--- src/rtl/img_processing_pkg.sv ---
// Shared types and defaults for the image-processing stream blocks.
package img_processing_pkg;

  // System-wide image geometry and stream data width defaults
  localparam int IMG_W            = 16;
  localparam int IMG_H            = 16;
  localparam int AXIS_TDATA_WIDTH = 8;

  // Frame streamer defaults derived from the system geometry
  localparam int STREAMER_PIXEL_WIDTH = AXIS_TDATA_WIDTH;
  localparam int STREAMER_MAX_W       = IMG_W;
  localparam int STREAMER_MAX_H       = IMG_H;

  // Frame streamer read-side sequencing states
  typedef enum logic [1:0] {
    IDLE,
    LINE,
    GAP,
    DRAIN
  } streamer_state_t;

  // A frame geometry is usable when it is non-empty, fits the buffer and
  // splits into whole beats
  function automatic logic streamer_cfg_ok(input int width, input int height,
                                           input int max_w, input int max_h,
                                           input int ppb);
    return (width != 0) && (height != 0) && (width <= max_w) &&
           (height <= max_h) && ((width % ppb) == 0);
  endfunction

endpackage

--- src/rtl/axis_frame_streamer_out_buf.sv ---
// Two-entry valid/ready output buffer with registered outputs and an
// occupancy count used by the upstream read credit logic.
module axis_out_buf #(
  parameter int W = 10
) (
  input  logic         clk,
  input  logic         reset,
  input  logic         wr_en,
  input  logic [W-1:0] wr_data,
  output logic [W-1:0] rd_data,
  output logic         valid,
  input  logic         ready,
  output logic [1:0]   count
);

  logic [W-1:0] mem [2];
  logic         rd_ptr;
  logic         wr_ptr;
  logic         pop;
  logic         push;

  assign pop     = valid & ready;
  assign push    = wr_en && ((count != 2'd2) || pop);
  assign valid   = (count != 2'd0);
  assign rd_data = mem[rd_ptr];

  // Circular storage: the head entry is never overwritten while it is
  // still being presented, so the output stays stable under stalls
  always_ff @(posedge clk) begin
    if (reset) begin
      mem[0] <= '0;
      mem[1] <= '0;
      rd_ptr <= 1'b0;
      wr_ptr <= 1'b0;
      count  <= 2'd0;
    end else begin
      if (push) begin
        mem[wr_ptr] <= wr_data;
        wr_ptr      <= ~wr_ptr;
      end
      if (pop) begin
        rd_ptr <= ~rd_ptr;
      end
      case ({push, pop})
        2'b10:   count <= count + 2'd1;
        2'b01:   count <= count - 2'd1;
        default: count <= count;
      endcase
    end
  end

endmodule

--- src/rtl/axis_frame_streamer.sv ---
// AXI-Stream frame source: walks a frame buffer in raster order and emits
// the beats with tuser on the first beat of a frame and tlast per line.
module axis_frame_streamer
  import img_processing_pkg::*;
#(
  parameter int PIXEL_WIDTH = STREAMER_PIXEL_WIDTH,
  parameter int CHANNELS    = 1,
  parameter int PPB         = 1,
  parameter int MAX_W       = STREAMER_MAX_W,
  parameter int MAX_H       = STREAMER_MAX_H,
  localparam int DW         = PPB * CHANNELS * PIXEL_WIDTH,
  localparam int BEAT_AW    = $clog2(MAX_W * MAX_H / PPB),
  localparam int WW         = $clog2(MAX_W + 1),
  localparam int HW         = $clog2(MAX_H + 1)
) (
  input  logic               clk,
  input  logic               reset,
  input  logic               start,
  input  logic [WW-1:0]      cfg_width,
  input  logic [HW-1:0]      cfg_height,
  input  logic [7:0]         cfg_line_gap,
  input  logic               cfg_continuous,
  output logic               busy,
  output logic               frame_done,
  output logic               cfg_err,
  output logic               rd_en,
  output logic [BEAT_AW-1:0] rd_addr,
  input  logic [DW-1:0]      rd_data,
  output logic [DW-1:0]      m_axis_tdata,
  output logic               m_axis_tvalid,
  input  logic               m_axis_tready,
  output logic               m_axis_tlast,
  output logic               m_axis_tuser
);

  streamer_state_t state;

  logic [WW-1:0] bpl_r;
  logic [WW-1:0] beat_cnt;
  logic [HW-1:0] height_r;
  logic [HW-1:0] line_cnt;
  logic [7:0]    gap_r;
  logic [7:0]    gap_cnt;

  logic          in_flight;
  logic          fl_tuser;
  logic          fl_tlast;
  logic [1:0]    buf_count;
  logic [2:0]    credits_used;
  logic          pop;
  logic          last_beat;
  logic          last_line;
  logic          issue_tuser;
  logic          last_pop;
  logic          cfg_ok;

  assign pop          = m_axis_tvalid & m_axis_tready;
  assign credits_used = {1'b0, buf_count} + {2'b00, in_flight} - {2'b00, pop};
  assign rd_en        = (state == LINE) && (credits_used < 3'd2);
  assign last_beat    = (beat_cnt == (bpl_r - WW'(1)));
  assign last_line    = (line_cnt == (height_r - HW'(1)));
  assign issue_tuser  = (beat_cnt == '0) && (line_cnt == '0);
  assign last_pop     = (state == DRAIN) && pop && (buf_count == 2'd1) && !in_flight;
  assign cfg_ok       = streamer_cfg_ok(int'(cfg_width), int'(cfg_height),
                                        MAX_W, MAX_H, PPB);

  // Track the one-cycle read latency and carry the beat's sideband with it
  always_ff @(posedge clk) begin
    if (reset) begin
      in_flight <= 1'b0;
      fl_tuser  <= 1'b0;
      fl_tlast  <= 1'b0;
    end else begin
      in_flight <= rd_en;
      fl_tuser  <= issue_tuser;
      fl_tlast  <= last_beat;
    end
  end

  // Frame sequencing: start validation, raster addressing, blanking, drain
  always_ff @(posedge clk) begin
    if (reset) begin
      state      <= IDLE;
      busy       <= 1'b0;
      frame_done <= 1'b0;
      cfg_err    <= 1'b0;
      rd_addr    <= '0;
      bpl_r      <= '0;
      beat_cnt   <= '0;
      height_r   <= '0;
      line_cnt   <= '0;
      gap_r      <= '0;
      gap_cnt    <= '0;
    end else begin
      frame_done <= 1'b0;
      cfg_err    <= 1'b0;
      case (state)
        IDLE: begin
          if (start) begin
            if (cfg_ok) begin
              bpl_r    <= WW'(int'(cfg_width) / PPB);
              height_r <= cfg_height;
              gap_r    <= cfg_line_gap;
              rd_addr  <= '0;
              beat_cnt <= '0;
              line_cnt <= '0;
              busy     <= 1'b1;
              state    <= LINE;
            end else begin
              cfg_err <= 1'b1;
            end
          end
        end
        LINE: begin
          if (rd_en) begin
            rd_addr <= rd_addr + BEAT_AW'(1);
            if (last_beat) begin
              beat_cnt <= '0;
              if (last_line) begin
                state <= DRAIN;
              end else begin
                line_cnt <= line_cnt + HW'(1);
                if (gap_r != 8'd0) begin
                  gap_cnt <= gap_r;
                  state   <= GAP;
                end
              end
            end else begin
              beat_cnt <= beat_cnt + WW'(1);
            end
          end
        end
        GAP: begin
          if (gap_cnt == 8'd1) begin
            state <= LINE;
          end else begin
            gap_cnt <= gap_cnt - 8'd1;
          end
        end
        DRAIN: begin
          if (last_pop) begin
            frame_done <= 1'b1;
            rd_addr    <= '0;
            beat_cnt   <= '0;
            line_cnt   <= '0;
            if (cfg_continuous) begin
              state <= LINE;
            end else begin
              state <= IDLE;
              busy  <= 1'b0;
            end
          end
        end
        default: state <= IDLE;
      endcase
    end
  end

  axis_out_buf #(
    .W(DW + 2)
  ) u_out_buf (
    .clk     (clk),
    .reset   (reset),
    .wr_en   (in_flight),
    .wr_data ({fl_tuser, fl_tlast, rd_data}),
    .rd_data ({m_axis_tuser, m_axis_tlast, m_axis_tdata}),
    .valid   (m_axis_tvalid),
    .ready   (m_axis_tready),
    .count   (buf_count)
  );

endmodule

--- config.mk ---
export PLATFORM = sky130hd
export DESIGN_NAME = axis_frame_streamer
export DESIGN_NICKNAME = d
export VERILOG_FILES = /design/src/rtl/img_processing_pkg.sv /design/src/rtl/axis_frame_streamer_out_buf.sv /design/src/rtl/axis_frame_streamer.sv
export SDC_FILE = /design/constraint.sdc
export NUM_CORES = 1
export LEC_CHECK = 0
export CORE_MARGIN = 2
export CORE_UTILIZATION = 25
export CTS_CLUSTER_DIAMETER = 30
export DETAILED_ROUTE_END_ITERATION = 10
export PLACE_DENSITY = 0.44
export REMOVE_ABC_BUFFERS = 1
export SLEW_MARGIN = 10
export SYNTH_ARGS = -nofsm -noshare
export SYNTH_HDL_FRONTEND = slang
export SYNTH_SLANG_ARGS = --single-unit
--- constraint.sdc ---
create_clock -name clk -period 3.65 [get_ports clk]
set_clock_uncertainty 0.2 [all_clocks]
set_input_delay 0.73 -clock clk [delete_from_list [all_inputs] [get_ports clk]]
set_output_delay 0.73 -clock clk [all_outputs]
set_load 0.02 [all_outputs]
==> results.yml, run 1 <==
drt:
  wl_met1_um: 4931
  top_layer_used: "met4"
  drtIter0Drc: 181
  dr_total_vias: 3257
  wl_met2_um: 4758
  avgViaCountPerCell: 4.505
  wl_per_cell_um: 14.11
  antenna_left: 0
  drc: 0
  dr.pass1.iters: 4
  wl_um: 10200
  route.met3.wl_um: 376
worst_setup_path:
  crit_chain: "inv_1 -> ha_1 -> nor2b_4 -> nand2_2 -> a21boi_2 -> fa_2 -> or3_4 -> inv_4 -> buf_4"
  cp_data_required_time_ns: 2.72
  r2r_slack_ns: 0.46
  endpoint_kind: "output pin"
  r2r_cells: 12
  setup.worst_path.start_class: "flop"
  arrival_ns: 2.42
  crit_path_max_incr_delay_ns: 0.46
  reg2reg_from: "u_out_buf.count[0]"
  r2r-end: "line_cnt[4]"
  crit_fanout: 3
  crit_slowest_cell: "fa_2"
  worstSetupPathType: "flop to output pin"
global_routing:
  grt_antenna_before_repair: 0
  grt_first_pass_wirelength_um: 16660
  grt_max_degree: 39
  grt_use_total: 0.1287
  grt_pass1_vias: 3243
  overflow: 0
outcome:
  status: "finished clean"
sta:
  fin_setup_tns_ns: 0
  final_hold_viol_count: 0
  finalSetupViolations: 0
  rsz0062_at_grt: "false"
  finalCriticalPeriod_ns: 3.353
  max_freq_mhz: 298.3
  fin_crit_sh: 0.9185
  maxSlewHeadroom: 0.3179
  tightest_slew_ns: 1.015
  drv_slew: 0
clock_network:
  path_clk_slew_ns: 0.06
  cts_buffers: 9
  cts_hold_buf: 0
  root_buffer: "clkbuf_16"
  cts_num_sinks: 77
  clock_latency_ns: 0.34
  tritoncts: "done"
  cts_max_level: 3
  cts_buffer_depth: 2
hold_path:
  hold_path_startpoint: "height_r[4]"
  hp-class: "flop to flop"
  holdPathStages: 2
  holdPathEnd: "height_r[4]"
yosys:
  synthCells: 431
  synth_warnings: 0
  synth_async_sr_flop_share: 0
  yosys_register_bits: 77
  yosysSeqAreaShare: 0.4377
  yosys-top-cells-area: "dfxtp_1 29%, edfxtp_1 15%, a21oi_1 5.4%"
  synth_compound_area_frac: 0.1792
  synthAdderAreaFrac: 0.04277
  synth_area_um2: 3979
  netlist.area_leader.share: 0.2868
  synthMuxAreaShare: 0.02830
  synth_top_family_by_area: "simple AND/OR/NAND/NOR gates"
  synth.distinct_cells: 63
  yosys.area_share.simple: 0.2148
  synth_largest_area_cell: "dfxtp_1"
  avgSynthCellArea_um2: 9.232
  yosys.area_share.xor_xnor: 0.05723
  synth_edf_count: 20
  synth_flop_cell: "dfxtp_1"
power_and_ir_drop:
  p_per_area_nw_per_um2: 459.0
  max-vdd-ir-drop_mv: 0.2486
  power.leakage_nw: 1.870
layout:
  stdcell_count: 723
  final_cell_area_um2: 5195
  drive_above_1_share: 0.1499
  antenna_cells: 0
  nets: 547
  syn_to_final_growth_pct: 30.57
die:
  rows: 46
  io_pins: 54
  core_um2: 15710
  start_util: 0.2532
  die_area_um2: 16940
  die_h_um: 130.2
  die_w_um: 130.2
placement:
  gp_congestion: 0.8243
  place_hpwl_um: 7465
  port_buffers: 53
  dpl.cell_count: 707
  dpl_cell_area_um2: 4886
flow_run:
  maxCapViolCount: 0
sequential cells by signal, summed over array words and instances, names as in the netlist, 2 cells and up, named ones only:
signal,flops
beat_cnt,5
bpl_r,5
gap_cnt,8
rd_addr,8
state,2
line_cnt,5
u_out_buf.mem,20
u_out_buf.count,2
height_r,5
gap_r,8
cells by family (layout without fill, tap and decap cells):
group,after synthesis,after routing
AO/OA/AOI/OAI,103,103
XOR/XNOR,26,26
adder cells (fa/ha/maj),13,13
buffers and inverters,38,114
flip-flops,77,77
multiplexers,10,10
AND/OR/NAND/NOR,164,164
where the power goes:
group	switching (W)	internal, W
combinational	0.000300	0.000308
clock	0.000332	0.000474
sequential	0.0000471	0.000924
total	0.000679	0.00171
cells in the final DEF (no fill, tap or decap), drive strengths merged, types with 6 or more instances in the layout:
cell	synthesis	final
nor3	8	8
o31ai	9	9
o211ai	6	6
xor2	14	14
clkbuf	10	13
dfxtp	57	57
nor2	37	37
nand2	51	51
o21ai	13	13
o2111ai	6	6
xnor2	12	12
buf	10	30
clkdlybuf4s50	0	50
ha	12	12
edfxtp	20	20
mux2	10	10
and2	22	22
inv	18	18
o311ai	6	6
a21oi	45	45
worst max-delay path by stage:
stage / slack [ns] / startpoint / end
finish: 0.30 / u_out_buf.count[0] / rd_en
global route: 0.19 / u_out_buf.count[0] / rd_en
CTS: 0.004 / m_axis_tready / rd_en
detailed placement: -0.68 / m_axis_tready / rd_en
global placement: -0.66 / m_axis_tready / rd_en
floorplan: 0.14 / m_axis_tready / line_cnt[4]
final cells by class:
type	count	area (um^2)
clock buffer	13	250.2
clock inverter	2	12.51
fill	1650	10520
inverter	18	70.07
multi-input combinational	316	2115
sequential	77	1742
tap	216	270.3
timing repair buffer	81	735.7
routing by layer:
metal	GRT usage	vias up
met4	0.06072	0
li1	-	1689
met1	0.1633	1500
met2	0.2110	63
met3	0.02460	5
met5	0	-
stage by stage:
step                      hold WS (ns)  worst slack (ns)  utilization  total power, W
after global routing            0.2895            0.1950       0.3306        0.002518
after detailed placement        0.2686           -0.6792       0.3110        0.001555
after CTS                       0.2767          0.003885       0.3289        0.002397
final                           0.2722            0.2973       0.3306        0.002385
after global placement          0.2661           -0.6570       0.3110        0.001549
after floorplan                 0.2418            0.1431            -        0.001287
Yosys cell counts (4+ instances only):
cell type,count
nand3_1,4
edfxtp_1,20
nand2_1,51
o2111ai_1,6
nor2_1,36
o21ai_0,11
dfxtp_1,57
a21oi_1,43
clkbuf_1,10
buf_2,4
o311ai_0,6
o31ai_1,8
o211ai_1,6
mux2_2,10
nand4_1,5
or4_1,4
ha_1,12
xnor2_1,12
inv_1,18
xor2_1,14
nor3_1,8
nor4_1,5
and2_1,22
timing repair:
item | 4_1_cts | 5_1_grt
resized for setup | 13 | 4
endpoints found under the setup margin | 1 | 1
endpoints found under the hold margin | 0 | 0
pin swaps | 3 | 3
setup buffers | 0 | 1
cloned | 0 | 0
worst max-delay path, delay by kind of cell, from the launching register on:
kind | cells | cell delay (ns)
adders and majority gates | 2 | 0.70
and+or+nand+nor | 3 | 0.64
DFF | 1 | 0.33
buffers and inverters | 3 | 0.27
AOI/OAI and AO/OA | 1 | 0.13
No activity file was read; power rests on OpenSTA's default activity.
==> inputs of run 2 (changes only) <==
- CORE_UTILIZATION: 25 -> 55
- PLACE_DENSITY: 0.44 -> 0.81
==> results.yml, run 2 (synthesized netlist as in run 1, its figures left out) <==
sta:
  fin_crit_sh: 0.9303
  fin_worst_hold_slack_ns: 0.2688
  setup_ws_ns: 0.2543
  max_freq_mhz: 294.5
  finalCriticalPeriod_ns: 3.396
  tightest_slew_ns: 0.9403
  rsz0062_at_grt: "false"
  finalSetupViolations: 0
  maxSlewHeadroom: 0.3683
  final_hold_viol_count: 0
  drv_slew: 0
global_routing:
  grt_first_pass_wirelength_um: 14550
  grt_pass1_vias: 3177
  grt_max_degree: 37
  grt_use_total: 0.2392
  grt_antenna_before_repair: 0
  overflow: 0
worst_setup_path:
  worstSetupPathType: "flop to output pin"
  arrival_ns: 2.47
  endpoint_kind: "output pin"
  r2r-end: "line_cnt[4]"
  r2r_cells: 12
  cp_data_required_time_ns: 2.72
  crit_path_start: "u_out_buf.count[0]"
  crit_fanout: 3
  r2r_slack_ns: 0.42
  setup.worst_path.start_class: "flop"
  reg2reg_from: "u_out_buf.count[0]"
die:
  die_w_um: 89.06
  rows: 31
  start_util: 0.5575
  core_um2: 7137
  io_pins: 54
  die_area_um2: 7931
  die_h_um: 89.06
hold_path:
  hold_path_startpoint: "bpl_r[4]"
  hp-class: "flop to flop"
  holdPathEnd: "bpl_r[4]"
  holdPathStages: 2
placement:
  dpl.cell_count: 585
  gp_congestion: 0.8700
  place_hpwl_um: 6475
  post-place-ws_ns: -0.6235
  port_buffers: 53
layout:
  final_common_cell: "dfxtp_1"
  fill_cells: 568
  syn_to_final_growth_pct: 24.72
  largest_register_ffs: 20
  drive_above_1_share: 0.1468
  stdcell_count: 603
  mostFrequentLayoutCells: "57 x dfxtp_1, 51 x clkdlybuf4s50_1, 50 x nand2_1"
  antenna_cells: 0
  nets: 543
  regMostFlops: "u_out_buf.mem"
power_and_ir_drop:
  p_total_w: 0.002226
  power.leakage_nw: 1.824
  p_per_area_nw_per_um2: 448.6
  max-vdd-ir-drop_mv: 0.2678
clock_network:
  cts_num_sinks: 77
  path_clk_slew_ns: 0.08
  root_buffer: "clkbuf_8"
  tritoncts: "done"
  cts_buffers: 9
  cts_hold_buf: 0
  cts_max_level: 3
  cts_buffer_depth: 2
  clock_latency_ns: 0.36
drt:
  wl_per_cell_um: 15.23
  dr_total_vias: 3444
  wl_um: 9184
  drc: 0
  antenna_left: 0
  avgViaCountPerCell: 5.711
  dr.pass1.iters: 5
  drtIter0Drc: 159
outcome:
  status: "finished clean"
flow_run:
  maxCapViolCount: 0
run 2: cell types whose count changed in the layout (fill, tap and decap cells not counted), moves of 2 or more:
cell | before | now
clkinv_4 | 0 | 3
clkbuf_8 | 1 | 9
clkbuf_1 | 3 | 1
buf_4 | 29 | 24
clkbuf_16 | 9 | 0
run 2: where the power goes:
group,total (W),switching [W],internal (W)
combinational,0.000602,0.000297,0.000305
sequential,0.000971,0.0000484,0.000922
clock,0.000653,0.000331,0.000322
total,0.00223,0.000677,0.00155
run 2: final cells by class:
class / instances / area [um^2] / area share
Clock inverter: 6 / 72.57 / 0.01462
Multi-Input combinational cell: 316 / 2115 / 0.4261
Sequential cell: 77 / 1742 / 0.3510
Tap cell: 99 / 123.9 / 0.02496
Timing Repair Buffer: 77 / 714.4 / 0.1440
Clock buffer: 10 / 127.6 / 0.02572
Inverter: 18 / 67.56 / 0.01362
run 2: how the worst max path moves through the flow:
stage,endpoint,slack [ns],cells after the start
global route,rd_en,0.15,9
CTS,rd_en,0.01,9
global placement,rd_en,-0.59,8
detailed placement,rd_en,-0.62,8
floorplan,line_cnt[4],0.14,9
finish,rd_en,0.25,9
run 2: critical path, cell delays in order (launching register included):
cell and delay, ns:
dfxtp_1 0.34, inv_1 0.06, ha_1 0.23, nor2b_4 0.15, nand2_2 0.08, a21boi_2 0.17, fa_2 0.47, or3_4 0.41
inv_2 0.08, buf_6 0.11
run 2: repair_timing:
| action | CTS | global route |
|---|---|---|
| hold endpoints to repair | 0 | 0 |
| buffers inserted | 0 | 2 |
| pin swaps | 0 | 4 |
| resized for setup | 10 | 7 |
| endpoints found under the setup margin | 1 | 1 |
run 2: metal layers:
layer  GRT usage  routed length [um]
met1      0.3019                3960
met3     0.03786                 519
met2      0.4023                4475
met4      0.1126                 228
met5           0                   0
run 2: stage by stage:
step                      TNS (ns)  area, um^2  utilization
after global routing             0        4962       0.6953
after CTS                        0        4917       0.6890
after floorplan                  0        3887            -
final                            0        4962       0.6953
after global placement      -2.336        4707       0.6595
after detailed placement    -3.129        4707       0.6595
==> inputs of run 3 (changes only) <==
- CORE_UTILIZATION: 55 -> 59
- DONT_BUFFER_PORTS: not set -> 1
- PLACE_DENSITY: 0.81 -> 0.76
- SETUP_SLACK_MARGIN: not set -> 0.15
==> results.yml, run 3 (synthesized netlist as in run 1, its figures left out) <==
worst_setup_path:
  crit_slowest_cell: "fa_1"
  arrival_ns: 2.45
  setup.worst_path.start_class: "flop"
  worstSetupPathType: "flop to output pin"
  crit_chain: "inv_1 -> ha_2 -> nor2b_4 -> nand2_1 -> a21boi_2 -> fa_1 -> or3_4 -> inv_4"
  cp_data_required_time_ns: 2.72
  crit_end: "rd_en"
  crit_fanout: 5
  crit_path_start: "u_out_buf.count[0]"
  reg2reg_from: "u_out_buf.count[0]"
  r2r_cells: 11
  r2r-end: "gap_cnt[7]"
  crit_path_max_incr_delay_ns: 0.47
  endpoint_kind: "output pin"
  r2r_slack_ns: 0.38
clock_network:
  tritoncts: "done"
  path_clk_slew_ns: 0.08
  cts_buffer_depth: 2
  cts_buffers: 9
  cts_num_sinks: 77
  cts_max_level: 3
  root_buffer: "clkbuf_8"
  clock_latency_ns: 0.35
layout:
  antenna_cells: 0
  largest_register_ffs: 20
  final_common_cell: "dfxtp_1"
  drive_above_1_share: 0.1313
  syn_to_final_growth_pct: 7.642
  stdcell_count: 511
  utilization: 0.6669
  mostFrequentLayoutCells: "55 x dfxtp_1, 51 x nand2_1, 43 x a21oi_1"
  nets: 473
  regMostFlops: "u_out_buf.mem"
global_routing:
  grt_antenna_before_repair: 0
  overflow: 0
  grt_first_pass_wirelength_um: 14010
  grt_pass1_vias: 3010
  grt_max_degree: 47
  grt_use_total: 0.2394
drt:
  wl_um: 8367
  avgViaCountPerCell: 6.102
  wl_met2_um: 4178
  wl_met1_um: 3645
  dr.pass1.iters: 5
  drc: 0
  antenna_left: 0
  route.met3.wl_um: 416
  drtIter0Drc: 192
  dr_total_vias: 3118
  wl_per_cell_um: 16.37
  top_layer_used: "met4"
die:
  die_w_um: 86.12
  die_area_um2: 7417
  die_h_um: 86.12
  rows: 29
  io_pins: 54
  start_util: 0.6195
  core_um2: 6422
sta:
  tightest_slew_ns: 0.9763
  finalCriticalPeriod_ns: 3.384
  fin_setup_tns_ns: 0
  fin_worst_hold_slack_ns: 0.2373
  final_hold_viol_count: 0
  maxSlewHeadroom: 0.3477
  drv_slew: 0
  fin_crit_sh: 0.9271
  finalSetupViolations: 0
  rsz0062_at_grt: "false"
  max_freq_mhz: 295.5
hold_path:
  hp-class: "input port to flop"
  hold_path_startpoint: "reset"
placement:
  gp_congestion: 0.9119
  place_hpwl_um: 5944
  dpl.cell_count: 495
  port_buffers: 0
power_and_ir_drop:
  max-vdd-ir-drop_mv: 0.2922
  power.leakage_nw: 1.532
  p_total_w: 0.002090
  p_per_area_nw_per_um2: 487.9
outcome:
  status: "finished clean"
flow_run:
  maxCapViolCount: 0
-- run 3: cell types whose count changed in the layout (fill, tap and decap cells not counted), sizes merged --
cell,delta
dlymetal6s2s,-1
inv,+2
clkinv,-3
clkinvlp,+1
clkdlybuf4s50,-51
buf,-18
-- run 3: repair_timing --
item | 4_1_cts | 5_1_grt
hold endpoints to repair | 0 | 0
pin swaps | 0 | 3
resized for setup | 7 | 4
cloned | 0 | 0
setup endpoints to repair | 2 | 1
hold buffers | 0 | 0
setup buffers | 0 | 0
-- run 3: power by group --
| part | leakage (nW) | total (W) | internal (W) | switching [W] |
|---|---|---|---|---|
| Combinational | 0.756 | 0.000404 | 0.000159 | 0.000245 |
| Sequential | 0.670 | 0.000980 | 0.000924 | 0.0000559 |
| Clock | 0.107 | 0.000706 | 0.000367 | 0.000339 |
| Total | 1.53 | 0.00209 | 0.00145 | 0.000639 |
-- run 3: routing by layer --
layer,track usage,vias up
li1,-,1528
met1,0.3017,1497
met2,0.4087,83
met3,0.05005,10
met4,0.07937,0
met5,0,-
-- run 3: worst max-delay path, delay by kind of cell, from the launching register on --
family          cells  cell delay [ns]
simple gates        3             0.69
compound gates      1             0.18
flops               1             0.35
fa+ha+maj           2             0.70
buf+inv             2             0.20
-- run 3: worst min path at each step --
stage	endpoint	slack, ns	cells after the start
after floorplan	bpl_r[4]	0.24	2
after global placement	height_r[4]	0.25	2
after detailed placement	height_r[1]	0.26	2
after CTS	height_r[3]	0.23	1
after global routing	height_r[1]	0.23	1
final	height_r[1]	0.24	1
-- run 3: layout make-up --
class	count	area [um^2]
clock buffers	10	148.9
clock inverters	6	73.82
fillers	520	2140
inverters	18	70.07
multi-input cells	316	2097
flip-flops and latches	77	1744
well taps	77	96.34
repair buffers	7	52.55
-- run 3: through the flow --
| step | setup WS (ns) | area (um^2) |
|---|---|---|
| after detailed placement | 0.1628 | 4036 |
| after CTS | 0.1798 | 4273 |
| final | 0.2660 | 4283 |
| after global placement | 0.3169 | 4036 |
| after floorplan | 0.1431 | 3887 |
| after global routing | 0.1352 | 4283 |
